`src/rtl/hdb3_pkg.sv`:
```
// Shared definitions for the HDB3 transmit path: controller state encoding,
// default frame alignment byte and underrun counter sizing.
package hdb3_pkg;

  typedef enum logic [1:0] {
    ST_IDLE    = 2'd0,
    ST_FAW     = 2'd1,
    ST_PAYLOAD = 2'd2
  } tx_state_e;

  localparam logic [7:0] FAW_DEFAULT    = 8'h1B;
  localparam int         UNDERRUN_CNT_W = 16;

  function automatic logic [UNDERRUN_CNT_W-1:0] sat_inc(input logic [UNDERRUN_CNT_W-1:0] v);
    return (&v) ? v : v + 1'b1;
  endfunction

endpackage

```
`src/rtl/hdb3_tx_serializer.sv`:
```
// 8-bit parallel-load shift register; the MSB is the serial output and zeros
// are shifted in behind the data.
module hdb3_tx_serializer (
  input  logic       i_clk,
  input  logic       i_rst,
  input  logic       i_load,
  input  logic [7:0] i_data,
  output logic       o_bit
);

  logic [7:0] sr_q, sr_d;

  always_comb begin
    sr_d = {sr_q[6:0], 1'b0};
    if (i_load) begin
      sr_d = i_data;
    end
  end

  // NOTE: clocked state is written only with non-blocking assignments so every
  // flop samples pre-edge values regardless of process evaluation order.
  always_ff @(posedge i_clk or posedge i_rst) begin
    if (i_rst) begin
      sr_q <= '0;
    end else begin
      sr_q <= sr_d;
    end
  end

  assign o_bit = sr_q[7];

endmodule

```
`src/rtl/hdb3_tx_ctrl.sv`:
```
// Frame controller: emits FAW then PAYLOAD_BYTES payload slots, MSB first,
// pulling bytes from upstream one cycle ahead of each slot and zero-filling gaps.
module hdb3_tx_ctrl
  import hdb3_pkg::*;
#(
  parameter int         PAYLOAD_BYTES = 31,
  parameter logic [7:0] FAW           = FAW_DEFAULT
) (
  input  logic                      i_clk,
  input  logic                      i_rst,
  input  logic                      i_enable,
  input  logic [7:0]                i_byte,
  input  logic                      i_valid,
  output logic                      o_ready,
  input  logic                      i_clr_cnt,
  output logic                      o_data,
  output logic                      o_frame_start,
  output logic                      o_underrun,
  output logic [UNDERRUN_CNT_W-1:0] o_underrun_cnt,
  output logic [1:0]                o_state
);

  localparam int                SLOT_W     = $clog2(PAYLOAD_BYTES + 1);
  localparam logic [SLOT_W-1:0] LAST_SLOT  = SLOT_W'(PAYLOAD_BYTES);
  localparam logic [SLOT_W-1:0] FIRST_SLOT = SLOT_W'(1);

  tx_state_e                 state_q, state_d;
  logic [2:0]                bit_cnt_q, bit_cnt_d;
  logic [SLOT_W-1:0]         slot_cnt_q, slot_cnt_d;
  logic                      ready_q, ready_d;
  logic                      frame_start_q, frame_start_d;
  logic                      underrun_q, underrun_d;
  logic [UNDERRUN_CNT_W-1:0] underrun_cnt_q, underrun_cnt_d;
  logic                      sr_load;
  logic [7:0]                sr_din;
  logic                      slot_end;

  assign slot_end = (bit_cnt_q == 3'd7);

  // NOTE: every signal assigned here gets a default first, so no path can
  // leave one unassigned and infer a latch.
  always_comb begin
    state_d        = state_q;
    bit_cnt_d      = bit_cnt_q + 3'd1;
    slot_cnt_d     = slot_cnt_q;
    sr_load        = 1'b0;
    sr_din         = 8'h00;
    underrun_d     = 1'b0;
    underrun_cnt_d = underrun_cnt_q;

    // The handshake slot is the last bit of the slot preceding a payload slot.
    if (ready_q) begin
      sr_load = 1'b1;
      if (i_valid) begin
        sr_din = i_byte;
      end else begin
        underrun_d     = 1'b1;
        underrun_cnt_d = sat_inc(underrun_cnt_q);
      end
    end

    case (state_q)
      ST_IDLE: begin
        bit_cnt_d  = 3'd0;
        slot_cnt_d = '0;
        if (i_enable) begin
          state_d = ST_FAW;
          sr_load = 1'b1;
          sr_din  = FAW;
        end
      end
      ST_FAW: begin
        if (slot_end) begin
          state_d    = ST_PAYLOAD;
          slot_cnt_d = FIRST_SLOT;
        end
      end
      ST_PAYLOAD: begin
        if (slot_end) begin
          if (slot_cnt_q == LAST_SLOT) begin
            slot_cnt_d = '0;
            sr_load    = 1'b1;
            if (i_enable) begin
              state_d = ST_FAW;
              sr_din  = FAW;
            end else begin
              state_d = ST_IDLE;
            end
          end else begin
            slot_cnt_d = slot_cnt_q + 1'b1;
          end
        end
      end
      default: begin
        state_d    = ST_IDLE;
        bit_cnt_d  = 3'd0;
        slot_cnt_d = '0;
      end
    endcase

    if (i_clr_cnt) begin
      underrun_cnt_d = '0;
    end

    ready_d = (bit_cnt_d == 3'd7) &&
              ((state_d == ST_FAW) ||
               ((state_d == ST_PAYLOAD) && (slot_cnt_d != LAST_SLOT)));
    frame_start_d = (state_d == ST_FAW) && (bit_cnt_d == 3'd0);
  end

  always_ff @(posedge i_clk or posedge i_rst) begin
    if (i_rst) begin
      state_q        <= ST_IDLE;
      bit_cnt_q      <= '0;
      slot_cnt_q     <= '0;
      ready_q        <= 1'b0;
      frame_start_q  <= 1'b0;
      underrun_q     <= 1'b0;
      underrun_cnt_q <= '0;
    end else begin
      state_q        <= state_d;
      bit_cnt_q      <= bit_cnt_d;
      slot_cnt_q     <= slot_cnt_d;
      ready_q        <= ready_d;
      frame_start_q  <= frame_start_d;
      underrun_q     <= underrun_d;
      underrun_cnt_q <= underrun_cnt_d;
    end
  end

  hdb3_tx_serializer u_serializer (
    .i_clk  (i_clk),
    .i_rst  (i_rst),
    .i_load (sr_load),
    .i_data (sr_din),
    .o_bit  (o_data)
  );

  assign o_ready        = ready_q;
  assign o_frame_start  = frame_start_q;
  assign o_underrun     = underrun_q;
  assign o_underrun_cnt = underrun_cnt_q;
  assign o_state        = state_q;

endmodule
```
`config.mk`:
```
export PLATFORM = sky130hd
export DESIGN_NAME = hdb3_tx_ctrl
export DESIGN_NICKNAME = d
export VERILOG_FILES = /design/src/rtl/hdb3_pkg.sv /design/src/rtl/hdb3_tx_serializer.sv /design/src/rtl/hdb3_tx_ctrl.sv
export SDC_FILE = /design/constraint.sdc
export NUM_CORES = 1
export LEC_CHECK = 0
export BUFFER_PORTS_ARGS = -buffer_cell sky130_fd_sc_hd__buf_4
export CORE_UTILIZATION = 25
export DETAILED_ROUTE_END_ITERATION = 10
export GPL_TIMING_DRIVEN = 1
export PLACE_DENSITY = 0.42
export SYNTH_ARGS = -nofsm -noshare
export SYNTH_HDL_FRONTEND = slang
export SYNTH_SLANG_ARGS = --single-unit
```
`constraint.sdc`:
```
create_clock -name i_clk -period 1.9 [get_ports i_clk]
set_clock_uncertainty 0.15 [all_clocks]
set_input_delay 0.095 -clock i_clk [delete_from_list [all_inputs] [get_ports i_clk]]
set_output_delay 0.095 -clock i_clk [all_outputs]
set_load 0.02 [all_outputs]
```
## Word level (Yosys, flattened, before mapping)

Cells that the tools add are included.

| operators by class | value |
|---|---|
| add/subtract/negate cells | 3 |
| eq/ne operators | 10 |
| muxes and demuxes | 29 |
| reduce and logical (&&, ||, !) cells | 10 |

Operators by type and width:

| kind | number |
|---|---|
| 2-to-1 mux 16 bit | 4 |
| 2-to-1 mux 8 bit | 6 |
| adder 16 x 1 -> 16 bit (second input constant) | 1 |
| case mux 8 bit (2 select lines) | 1 |
| AND reduction 16 bit | 1 |
| 2-to-1 mux 5 bit | 3 |
| case mux 5 bit (2 select lines) | 1 |
| 2-to-1 mux 2 bit | 4 |
| 2-to-1 mux 1 bit | 7 |
| equality test 3 bit (second input constant) | 2 |
| case mux 2 bit (3 select lines) | 1 |
| adder 5 x 1 -> 5 bit (second input constant) | 1 |
| equality test 5 bit (second input constant) | 1 |
| != test 5 bit (second input constant) | 1 |
| equality test 2 x 1 -> 1 bit (second input constant) | 2 |
| equality test 2 bit (second input constant) | 2 |
| adder 3 x 1 -> 3 bit (second input constant) | 1 |
| logical AND 1 bit | 3 |
| zero test 3 bit | 1 |
| 2-to-1 mux 3 bit | 1 |
| AND reduction 3 bit | 1 |
| zero test 2 bit | 1 |
| != test 2 x 1 -> 1 bit (second input constant) | 1 |
| != test 2 bit (second input constant) | 1 |
| other kinds (4) | 4 |

| storage, ports and cells | value |
|---|---|
| register bits | 37 |
| input port bits | 13 |
| output and inout port bits | 22 |
| word-level logic and storage cells | 60 |

## Depth between registers and ports, before layout

Gate-level depths: netlist of the first run.

| depth | value |
|---|---|
| word-level depth | 8 |
| depth in mapped cells | 8 |
| gate-level depth less buffers | 8 |

## Modules after synthesis

A second synthesis of the first run with hierarchy kept.

| second synthesis, totals | value |
|---|---|
| cells, all modules | 206 |
| area total of the unflattened synthesis | 2090.8 sq um |

By module, submodules not included:

| module | times used | cells an instance | area an instance (sq um) | sequential area each (sq um) |
|---|---|---|---|---|
| hdb3_tx_ctrl | 1 | 188 | 1762.9 | 725.7 |
| hdb3_tx_serializer | 1 | 18 | 327.8 | 200.2 |

## Least setup slack after synthesis of the first run

Ideal clock, no wire load.

| timing | value |
|---|---|
| path type | reg-to-reg |
| from | reg slot_cnt_q[0] |
| to | reg ready_q (netlist: o_ready) |
| setup time | 0.125 ns |
| data arrival time | 1.762 ns |
| required time | 1.625 ns |
| path slack | -0.137 ns |
| stages on the path, launching flop included | 9 |
| buffers on the path | 0 |
| cell sequence | dfrtp_1 ha_1 and3_1 ha_1 nor4bb_1 a21o_1 a32oi_1 nor4_1 o2bb2ai_1 |

| between the ends | value |
|---|---|
| word-level cells in the longest chain between the ends | 8 |

RTL lines:

| what | line | source |
|---|---|---|
| from (decl) | hdb3_tx_ctrl.sv:29 | `logic [SLOT_W-1:0] slot_cnt_q, slot_cnt_d;` |
| from (signal assigned) | hdb3_tx_ctrl.sv:123 | `slot_cnt_q <= slot_cnt_d;` |
| adder 5 x 1 -> 5 bit or equality test 5 bit (tied branches) | hdb3_tx_ctrl.sv:90, hdb3_tx_ctrl.sv:80 |  |
| 2-to-1 mux 5 bit or 2-to-1 mux 2 bit (tied branches) | hdb3_tx_ctrl.sv:80 | `if (slot_cnt_q == LAST_SLOT) begin` |
| 2-to-1 mux 5 bit or 2-to-1 mux 2 bit (tied branches) | hdb3_tx_ctrl.sv:79 | `if (slot_end) begin` |
| case mux 5 bit (2 select lines) or case mux 2 bit (3 select lines) (tied branches) | hdb3_tx_ctrl.sv:62 | `case (state_q)` |
| != test 5 bit or equality test 2 bit (tied branches) | hdb3_tx_ctrl.sv:107 | `((state_d == ST_PAYLOAD) && (slot_cnt_d != LAST_SLOT)));` |
| logical AND 1 bit | hdb3_tx_ctrl.sv:107 |  |
| logical OR 1 bit (*) | hdb3_tx_ctrl.sv:106 | `((state_d == ST_FAW) \|\|` |
| logical AND 1 bit (*) | hdb3_tx_ctrl.sv:105 | `ready_d = (bit_cnt_d == 3'd7) &&` |
| via ready_d | hdb3_tx_ctrl.sv:30 | `logic ready_q, ready_d;` |
| to (signal assigned) | hdb3_tx_ctrl.sv:124 | `ready_q <= ready_d;` |
| to (decl) | hdb3_tx_ctrl.sv:30 |  |

Mark *: on every way through the listed nets, which the timed path passes. The rest lies on a longest branch.
A chain may end at the register's enable or synchronous reset.

## Final worst setup path of the first run

| timing | value |
|---|---|
| from | reg slot_cnt_q[1] |
| to | reg ready_q (netlist: o_ready) |

| between the ends | value |
|---|---|
| word-level cells in the longest chain between the ends | 8 |

RTL lines:

| what | line |
|---|---|
| equality test 5 bit | hdb3_tx_ctrl.sv:80 |
| 2-to-1 mux 5 bit | hdb3_tx_ctrl.sv:80 |
| 2-to-1 mux 5 bit | hdb3_tx_ctrl.sv:79 |
| case mux 5 bit (2 select lines) | hdb3_tx_ctrl.sv:62 |
| via slot_cnt_d[0] | hdb3_tx_ctrl.sv:29 |
| != test 5 bit | hdb3_tx_ctrl.sv:107 |
| logical AND 1 bit | hdb3_tx_ctrl.sv:107 |
| logical OR 1 bit | hdb3_tx_ctrl.sv:106 |
| logical AND 1 bit | hdb3_tx_ctrl.sv:105 |
| via ready_d | hdb3_tx_ctrl.sv:30 |

The timed path passes the listed nets, and every way through them passes these cells.

==> summary.md, run 1 <==
| Metric | Value |
|---|---|
| Commonest non-fill, non-tap cell in the layout | buf_4 |
| Num CTS Buffers | 5 |
| CTS Sinks | 37 |
| Final nets | 302 |
| Antenna diodes | 0 |
| CTS tree | done |
| Post-layout instance area | 2960 sq um |
| Synth Flop Type | dfrtp_1 |
| Setup WS pre-CTS | -0.210 ns |
| Slowest stage delay, CP | 0.39 ns |
| Pwr dens | 483 nW/um^2 |
| FFs w/ async S/R, synth | 1.00 |
| Placed cell area | 2650 sq um |
| Die Width | 90.6 um |
| Crit path launch type | flip-flop |
| Final design utilization | 0.400 |
| Yosys top cell by area | dfrtp_1 |
| Final ANT Viol Nets | 0 |
| Detailed-route DRC error count | 0 |
| DRT Pass-1 Iters | 4 |
| Register area share after synthesis | 0.472 |
| Slowest cell on crit path | dfrtp_1 |
| Die height | 90.6 um |
| DP HPWL | 3.49 mm |
| Top-area cell type share of the netlist area | 0.472 |
| Clock tree buffer depth | 2 |
| Endpoints failing setup | 11 |
| RSZ-0062 raised after global routing | true |
| Failing checks | negative setup slack |
| Max rail drop VDD | 0.193 mV |
| Setup WS post-layout | -0.131 ns |
| Worst EP arrival | 2.05 ns |
| Crit end category | flip-flop |
| F_max | 492 MHz |
| Status | complete, but fails checks |
| Fin crit share | 1.07 |
| Crit Path Class | flip-flop to flip-flop |
| Largest net degree at the start of global routing | 38 |
| Hold Crit Class | primary input to flip-flop |
| Core area | 7410 sq um |
| Number of synthesized register bits | 37 |
| Via Count | 1,723 |
| Area grow syn2layout | 51.0% |
| Leak | 0.00135 uW |
| WL final | 4.97 mm |
| Initial drt markers | 42 |
| Io pins | 35 |
| Commonest non-fill, non-tap cells in the layout | buf_4, dfrtp_1, nor2_1 |
| Full die area | 8210 sq um |
| Clock latency on the worst-skew pair | 0.28 ns |
| Max-slew headroom | 0.678 |
| Yosys cell types | 44 |
| GRT overflow | 0 |
| First-pass GRT wire length | 8.53 mm |
| Initial cell density of the core | 0.265 |
| Min Tclk post-route | 2.03 ns |
| Rows | 31 |
| Vias in the first global route | 1,724 |
| GRT Total Usage | 0.131 |
| Synthesized net count | 214 |
| EDFF count, synth | 0 |
| Dominant cells by area after synthesis | dfrtp_1, ha_1, xor2_1 |
| Final Hold Vio Count | 0 |
| Critical path cell sequence | ha_2 -> and3_4 -> ha_4 -> nor2_1 -> o311a_1 -> nand3b_1 -> nor4_2 -> o2bb2ai_1 |
| Slew Limit Fails | 0 |
| Crit path required time | 1.92 ns |
| Ratio of cells with drive above 1 in the final layout | 0.394 |
| Max cap viols | 0 |
| PortBufs | 34 |
| Initial antenna violation count | 0 |
| Wirelength per Cell | 13.1 um |
| Mapped Area | 1960 sq um |
| Via density | 4.56 |
| Synth Warn # | 0 |
| Clock root cell | clkbuf_8 |
| Syn_area_per_cell | 10.3 sq um |
| Htree depth | 2 |
| Routability Congestion | 0.803 |
| Critical-path maximum fanout | 7 |
| Cells after Synth | 191 |
| Worst slew pin tran | 0.482 ns |
| Worst-path clk slew | 0.08 ns |
==> registers in the layout, indices dropped and copies added, names as in the netlist <==
name	count
o_underrun_cnt	16
o_frame_start	1
bit_cnt_q	3
o_ready	1
o_state	2
slot_cnt_q	5
o_underrun	1
u_serializer.sr_q	8
==> logic make-up after synthesis <==
family	share of synthesized area
DFF	0.472
AOI/OAI and AO/OA	0.151
buffers and inverters	0.0300
and+or+nand+nor	0.225
adders and majority gates	0.0638
muxes	0.00510
xor gates and xnor gates	0.0536
==> layout make-up <==
cell class                      instances  area [sq um]
Timing Repair Buffer                   89           696
Sequential cell                        37           927
Tap cell                               99           124
Multi-Input combinational cell        141          1110
Fill cell                             730          4450
Inverter                                5          18.8
Clock buffer                            7          86.3
==> what timing repair did <==
item,CTS,global route
hold buffers,11,0
endpoints found under the hold margin,61,0
gates resized for setup,10,9
buffers inserted,3,0
endpoints found under the setup margin,11,12
pin swaps,5,3
==> critical path: cells and delay by family, from the launching register on <==
kind | cells | cell delay, ns
fa+ha+maj | 2 | 0.38
simple gates | 4 | 0.71
flops | 1 | 0.39
compound gates | 2 | 0.28
==> power breakdown <==
part / switching [uW] / internal (uW)
Clock: 267 / 288
Sequential: 3.40 / 795
Combinational: 37.5 / 38.0
Total: 308 / 1120
==> metrics by stage <==
stage               hold slack, ns  cells  total power (uW)  TNS, ns
finish                      0.0329    378              1430   -0.540
global route                0.0445    378              1500    -1.41
CTS                         0.0247    378              1460   -0.592
detailed placement           0.100    357               875   -0.580
global placement             0.104    357               876   -0.712
floorplan                   0.0847    191               840        0
==> per-layer routing <==
metal  routed length [um]  part of all wire  global-route usage  up-vias
li1                     -                 -                   -      877
met1                 2570              0.52               0.180      819
met2                 2170              0.44               0.200       22
met3                  165             0.033              0.0311        5
met4                   61             0.012              0.0484        0
met5                    0                 0                   0        -
==> worst paths after layout <==
| kind | start | to | slack [ns] | cells past startpoint |
|---|---|---|---|---|
| worst max-delay path | slot_cnt_q[1] | o_ready | -0.13 | 8 |
| worst min-delay path | i_valid | o_underrun | 0.03 | 3 |
| worst max register to register | slot_cnt_q[1] | o_ready | -0.13 | 8 |
| worst min register to register | u_serializer.sr_q[0] | u_serializer.sr_q[1] | 0.30 | 2 |
| max in group asynchronous | i_rst | o_state[0] | 0.91 | 4 |
| min in group asynchronous | i_rst | slot_cnt_q[1] | 0.34 | 4 |
==> Yosys cell counts, types with 2 or more instances <==
cell type,instances
o21ai_0,11
xor2_1,11
nor2_1,17
a21oi_1,8
nor2b_1,8
buf_2,5
and2_1,5
o211ai_1,3
dfrtp_1,37
inv_1,5
nand2_1,7
or3_1,2
a31oi_1,4
nor4b_1,2
ha_1,10
a221oi_1,2
nor3_1,2
a22o_1,4
a211oi_1,3
nand3_1,4
nand4_1,6
and3_1,8
and4_1,6
(Power assumes the default switching activity.)
==> run 2: changes to the inputs <==
--- a/config.mk
+++ b/config.mk
@@ -10,5 +10,5 @@
 export DETAILED_ROUTE_END_ITERATION = 10
 export GPL_TIMING_DRIVEN = 1
-export PLACE_DENSITY = 0.42
+export PLACE_DENSITY_LB_ADDON = 0.2
 export SYNTH_ARGS = -nofsm -noshare
 export SYNTH_HDL_FRONTEND = slang
==> constraint.sdc (replaced) <==
create_clock -name i_clk -period 1.9 [get_ports i_clk]
set_clock_uncertainty 0.15 [all_clocks]
set_input_delay 0.38 -clock i_clk [delete_from_list [all_inputs] [get_ports i_clk]]
set_output_delay 0.38 -clock i_clk [all_outputs]
set_load 0.02 [all_outputs]
==> summary.md, run 2 (same netlist as run 1, synthesis figures left out) <==
| Metric | Value |
|---|---|
| Initial antenna violation count | 0 (unchanged) |
| Worst slew pin tran | 0.490 ns (was 0.482 ns) |
| F_max | 505 MHz (was 492 MHz) |
| Vias in the first global route | 1,608 (was 1,724) |
| Max cap viols | 0 (unchanged) |
| Clock tree buffer depth | 2 (unchanged) |
| DRT Pass-1 Iters | 4 (unchanged) |
| CTS tree | done (unchanged) |
| Rows | 31 (unchanged) |
| Htree depth | 2 (unchanged) |
| WL final | 4.91 mm (was 4.97 mm) |
| Wirelength per Cell | 13.5 um (was 13.1 um) |
| Filler Cells Inserted | 749 (was 730) |
| Detailed-route DRC error count | 0 (unchanged) |
| Area grow syn2layout | 45.3% (was 51.0%) |
| Critical path cell sequence | ha_2 -> and3_4 -> ha_4 -> nor4b_2 -> a211oi_2 -> nor4_2 -> o2bb2ai_1 (was ha_2 -> and3_4 -> ha_4 -> nor2_1 -> o311a_1 -> nand3b_1 -> nor4_2 -> o2bb2ai_1) |
| Worst-path clk slew | 0.08 ns (about the same) |
| PortBufs | 34 (unchanged) |
| Routability Congestion | 0.814 (was 0.803) |
| Non-Filler Instances | 365 (was 378) |
| Sw frac | 0.225 (was 0.216) |
| Max rail drop VDD | 0.216 mV (was 0.193 mV) |
| Failing checks | negative setup slack (unchanged) |
| Int Power | 1120 uW (about the same) |
| Commonest non-fill, non-tap cells in the layout | buf_4, dfrtp_1, nor2_1 (unchanged) |
| RSZ-0062 raised after global routing | true (unchanged) |
| Fin crit share | 1.04 (was 1.07) |
| GRT overflow | 0 (unchanged) |
| Initial cell density of the core | 0.265 (unchanged) |
| Clock share of power | 0.403 (was 0.389) |
| Largest register FFs | 16 (unchanged) |
| Dpl cells | 350 (was 357) |
| Slew Limit Fails | 0 (unchanged) |
| Setup WS post-layout | -0.0804 ns (was -0.131 ns) |
| Crit path launch type | flip-flop (unchanged) |
| Crit path required time | 1.93 ns (was 1.92 ns) |
| Core area | 7410 sq um (unchanged) |
| Io pins | 35 (unchanged) |
| Pwr dens | 506 nW/um^2 (was 483 nW/um^2) |
| Endpoints failing setup | 3 (was 11) |
| First-pass GRT wire length | 8.24 mm (was 8.53 mm) |
| Combinational Power Share | 0.045 (was 0.053) |
| Antenna diodes | 0 (unchanged) |
| Largest net degree at the start of global routing | 38 (unchanged) |
| Commonest non-fill, non-tap cell in the layout | buf_4 (unchanged) |
| Critical-path maximum fanout | 7 (unchanged) |
| Final design utilization | 0.385 (was 0.400) |
| Final Hold Vio Count | 0 (unchanged) |
| DP HPWL | 3.52 mm (was 3.49 mm) |
| Final ANT Viol Nets | 0 (unchanged) |
| P_sw | 324 uW (was 308 uW) |
| Crit end category | flip-flop (unchanged) |
| Ratio of cells with drive above 1 in the final layout | 0.414 (was 0.394) |
| Leak | 0.00130 uW (was 0.00135 uW) |
| Placed cell area | 2600 sq um (was 2650 sq um) |
| Power share of the sequential group | 0.553 (was 0.559) |
| Initial drt markers | 94 (was 42) |
| Clock latency on the worst-skew pair | 0.29 ns (was 0.28 ns) |
| Final nets | 288 (was 302) |
| Via density | 4.55 (was 4.56) |
| Slowest cell on crit path | dfrtp_1 (unchanged) |
| Max-slew headroom | 0.673 (was 0.678) |
| Hold Crit Class | primary input to asynchronous set/reset pin (was primary input to flip-flop) |
| CTS Sinks | 37 (unchanged) |
| Crit Path Class | flip-flop to flip-flop (unchanged) |
| Min Tclk post-route | 1.98 ns (was 2.03 ns) |
| Slowest stage delay, CP | 0.39 ns (about the same) |
| Post-layout instance area | 2850 sq um (was 2960 sq um) |
| Die Width | 90.6 um (unchanged) |
| Clock root cell | clkbuf_8 (unchanged) |
| Full die area | 8210 sq um (unchanged) |
| Status | complete, but fails checks (unchanged) |
| Die height | 90.6 um (unchanged) |
| Via Count | 1,662 (was 1,723) |
| GRT Total Usage | 0.127 (was 0.131) |
| Worst EP arrival | 2.01 ns (was 2.05 ns) |
| Num CTS Buffers | 5 (unchanged) |
## run 2: worst paths after layout
path | from | to | slack, ns | cells after the start
max reg2reg | slot_cnt_q[0] | o_ready | -0.08 | 7
min in group i_clk | i_byte[7] | u_serializer.sr_q[7] | 0.17 | 2
min | i_rst | o_state[1] | 0.06 | 3
min reg2reg | u_serializer.sr_q[0] | u_serializer.sr_q[1] | 0.31 | 2
max in group asynchronous | i_rst | o_state[0] | 1.18 | 3
max | slot_cnt_q[0] | o_ready | -0.08 | 7
## run 2: power groups by stage
stage,clock [uW],sequential [uW],combinational [uW]
finish,581,798,64.2
global route,632,799,72.0
CTS,606,798,65.7
detailed placement,0,813,65.2
global placement,0,813,65.3
floorplan,0,815,24.2
## run 2: area by class of cell
type / instances / area [sq um] / share of cell area
multi-input combinational: 141 / 1120 / 0.393
tap: 99 / 124 / 0.0435
clock buffer: 8 / 90.1 / 0.0316
timing repair buffer: 75 / 571 / 0.200
inverter: 5 / 18.8 / 0.00658
sequential: 37 / 927 / 0.325
## run 2: layer usage
metal | vias up | share of wire | global-route usage | wire (um)
met4 | 0 | 0.010 | 0.0363 | 51
met5 | - | 0 | 0 | 0
li1 | 851 | - | - | -
met1 | 777 | 0.52 | 0.185 | 2550
met2 | 28 | 0.43 | 0.181 | 2120
met3 | 6 | 0.039 | 0.0345 | 192
## run 2: critical path: cells and delay by family, from the launching register on
| family | cells | cell delay [ns] |
|---|---|---|
| AOI/OAI and AO/OA | 2 | 0.18 |
| and+or+nand+nor | 3 | 0.77 |
| DFF | 1 | 0.39 |
| adders and majority gates | 2 | 0.37 |
## run 2: timing repair
| action | in CTS | in global routing |
|---|---|---|
| buffers inserted | 2 | 4 |
| gates resized for setup | 14 | 15 |
| pin swaps | 9 | 4 |
| setup endpoints to repair | 13 | 13 |
| hold buffers | 0 | 0 |
| gates cloned | 0 | 1 |
## run 2: stage by stage
step	hold slack, ns	power [uW]	TNS (ns)	setup slack (ns)
2_1_floorplan	0.276	840	0	0.000794
3_3_place_gp	0.288	878	-0.492	-0.174
3_5_place_dp	0.293	879	-0.693	-0.208
4_1_cts	0.0725	1470	-0.218	-0.0933
5_1_grt	0.0936	1500	-0.915	-0.182
6_report	0.0615	1440	-0.135	-0.0804
==> run 3: changes to the inputs <==
Clock period 1.9 ns to 2.4 ns, I/O delays scaled along.
==> summary.md, run 3 (same netlist as run 1, synthesis figures left out) <==
| Metric | Value |
|---|---|
| Die height | 90.6 um (unchanged) |
| Wirelength per Cell | 13.9 um (was 13.5 um) |
| Slew Limit Fails | 0 (unchanged) |
| Routability Congestion | 0.850 (was 0.814) |
| Clock tree buffer depth | 2 (unchanged) |
| Largest register FFs | 16 (unchanged) |
| Initial antenna violation count | 0 (unchanged) |
| Final ANT Viol Nets | 0 (unchanged) |
| WL final | 4.58 mm (was 4.91 mm) |
| Max rail drop VDD | 0.301 mV (was 0.216 mV) |
| Num CTS Buffers | 5 (unchanged) |
| Filler Cells Inserted | 760 (was 749) |
| DRT Pass-1 Iters | 4 (unchanged) |
| Fin crit share | 0.902 (was 1.04) |
| Final Power | 1240 uW (was 1440 uW) |
| Crit path launch type | flip-flop (unchanged) |
| Clock latency on the worst-skew pair | 0.28 ns (was 0.29 ns) |
| Commonest non-fill, non-tap cells in the layout | buf_4, dfrtp_1, nor2_1 (unchanged) |
| Status | complete, no violations (was complete, but fails checks) |
| Via density | 4.71 (was 4.55) |
| Worst-path clk slew | 0.08 ns (about the same) |
| Critical-path maximum fanout | 4 (was 7) |
| Min Tclk post-route | 2.16 ns (was 1.98 ns) |
| Hold Crit Class | primary input to asynchronous set/reset pin (unchanged) |
| Max cap viols | 0 (unchanged) |
| Setup Total Neg Slack | 0 ns (was -0.135 ns) |
| Hold Buf Count CTS | 0 (unchanged) |
| Rows | 31 (unchanged) |
| Final Hold Vio Count | 0 (unchanged) |
| Clock root cell | clkbuf_8 (unchanged) |
| Setup crit start | slot_cnt_q[0] (unchanged) |
| Io pins | 35 (unchanged) |
| CTS Sinks | 37 (unchanged) |
| Max-slew headroom | 0.678 (was 0.673) |
| F_max | 462 MHz (was 505 MHz) |
| Htree depth | 2 (unchanged) |
| Crit path required time | 2.44 ns (was 1.93 ns) |
| Crit Path Class | flip-flop to flip-flop (unchanged) |
| Crit end category | flip-flop (unchanged) |
| Antenna diodes | 0 (unchanged) |
| Reg area | 926 sq um (was 927 sq um) |
| Area grow syn2layout | 26.4% (was 45.3%) |
| Core area | 7410 sq um (unchanged) |
| Ratio of cells with drive above 1 in the final layout | 0.235 (was 0.414) |
| Largest net degree at the start of global routing | 38 (unchanged) |
| PortBufs | 34 (unchanged) |
| Leak | 0.00114 uW (was 0.00130 uW) |
| Worst EP arrival | 2.20 ns (was 2.01 ns) |
| GRT overflow | 0 (unchanged) |
| Via Count | 1,551 (was 1,662) |
| DP HPWL | 3.25 mm (was 3.52 mm) |
| Final nets | 252 (was 288) |
| Reg2reg start | slot_cnt_q[0] (unchanged) |
| CTS tree | done (unchanged) |
| GRT Total Usage | 0.118 (was 0.127) |
| Die Width | 90.6 um (unchanged) |
| RSZ-0062 raised after global routing | false (was true) |
| Full die area | 8210 sq um (unchanged) |
| Detailed-route DRC error count | 0 (unchanged) |
| Vias in the first global route | 1,525 (was 1,608) |
| Initial cell density of the core | 0.265 (unchanged) |
| First-pass GRT wire length | 7.67 mm (was 8.24 mm) |
| Commonest non-fill, non-tap cell in the layout | buf_4 (unchanged) |
| Pwr dens | 502 nW/um^2 (was 506 nW/um^2) |
| Initial drt markers | 43 (was 94) |
| Worst slew pin tran | 0.483 ns (was 0.490 ns) |
| Endpoints failing setup | 0 (was 3) |
| Area of the multi-input gates | 1000 sq um (was 1120 sq um) |
| Fin Hold WS | 0.159 ns (was 0.0615 ns) |
[run 3: cell count changes in the layout (fill, tap and decap cells not counted), sizes merged]
cell    before  now
bufinv       0    1
buf         75   39
clkbuf       8    7
[run 3: path summary, 6_finish.rpt]
check / to / slack, ns / cells past startpoint
max: o_frame_start / 0.24 / 8
min: o_underrun / 0.16 / 3
max reg2reg: o_frame_start / 0.24 / 8
min reg2reg: u_serializer.sr_q[1] / 0.32 / 2
max in group asynchronous: o_underrun_cnt[14] / 1.59 / 3
min in group i_clk: u_serializer.sr_q[6] / 0.27 / 2
[run 3: worst max-delay path, stage by stage, from the launching register on]
cell and delay [ns]:
dfrtp_1 0.41, ha_1 0.23, and3_1 0.21, ha_1 0.19, nand2b_1 0.13, a21oi_1 0.13, o21ai_0 0.16, a211oi_2 0.25
nor4b_2 0.21
[run 3: through the flow]
stage          area, sq um  setup WS [ns]   util  cells
2_1_floorplan         1960          0.363      -    191
3_3_place_gp          2340          0.148  0.316    321
3_5_place_dp          2340         0.0990  0.316    321
4_1_cts               2450         0.0170  0.331    329
5_1_grt               2480         0.0411  0.335    329
6_report              2480          0.236  0.335    329
[run 3: per-layer routing]
layer  part of all wire  GRT usage
met1               0.51      0.167
met2               0.44      0.170
met3              0.034     0.0320
met4              0.014     0.0444
met5                  0          0
[run 3: power breakdown]
part	switching, uW	internal [uW]
clock network	226	339
registers	3.03	629
logic	27.1	19.5
[run 3: final cells by class]
class	count	share of cell area
tap	99	0.0499
timing repair buffer	39	0.118
clock inverter	1	0.0121
multi-input combinational	141	0.404
sequential	37	0.373
clock buffer	7	0.0348
inverter	5	0.00757
[run 3: what timing repair did]
item,4_1_cts,5_1_grt
setup endpoints to repair,0,1
gates resized for setup,0,5
setup buffers,0,0
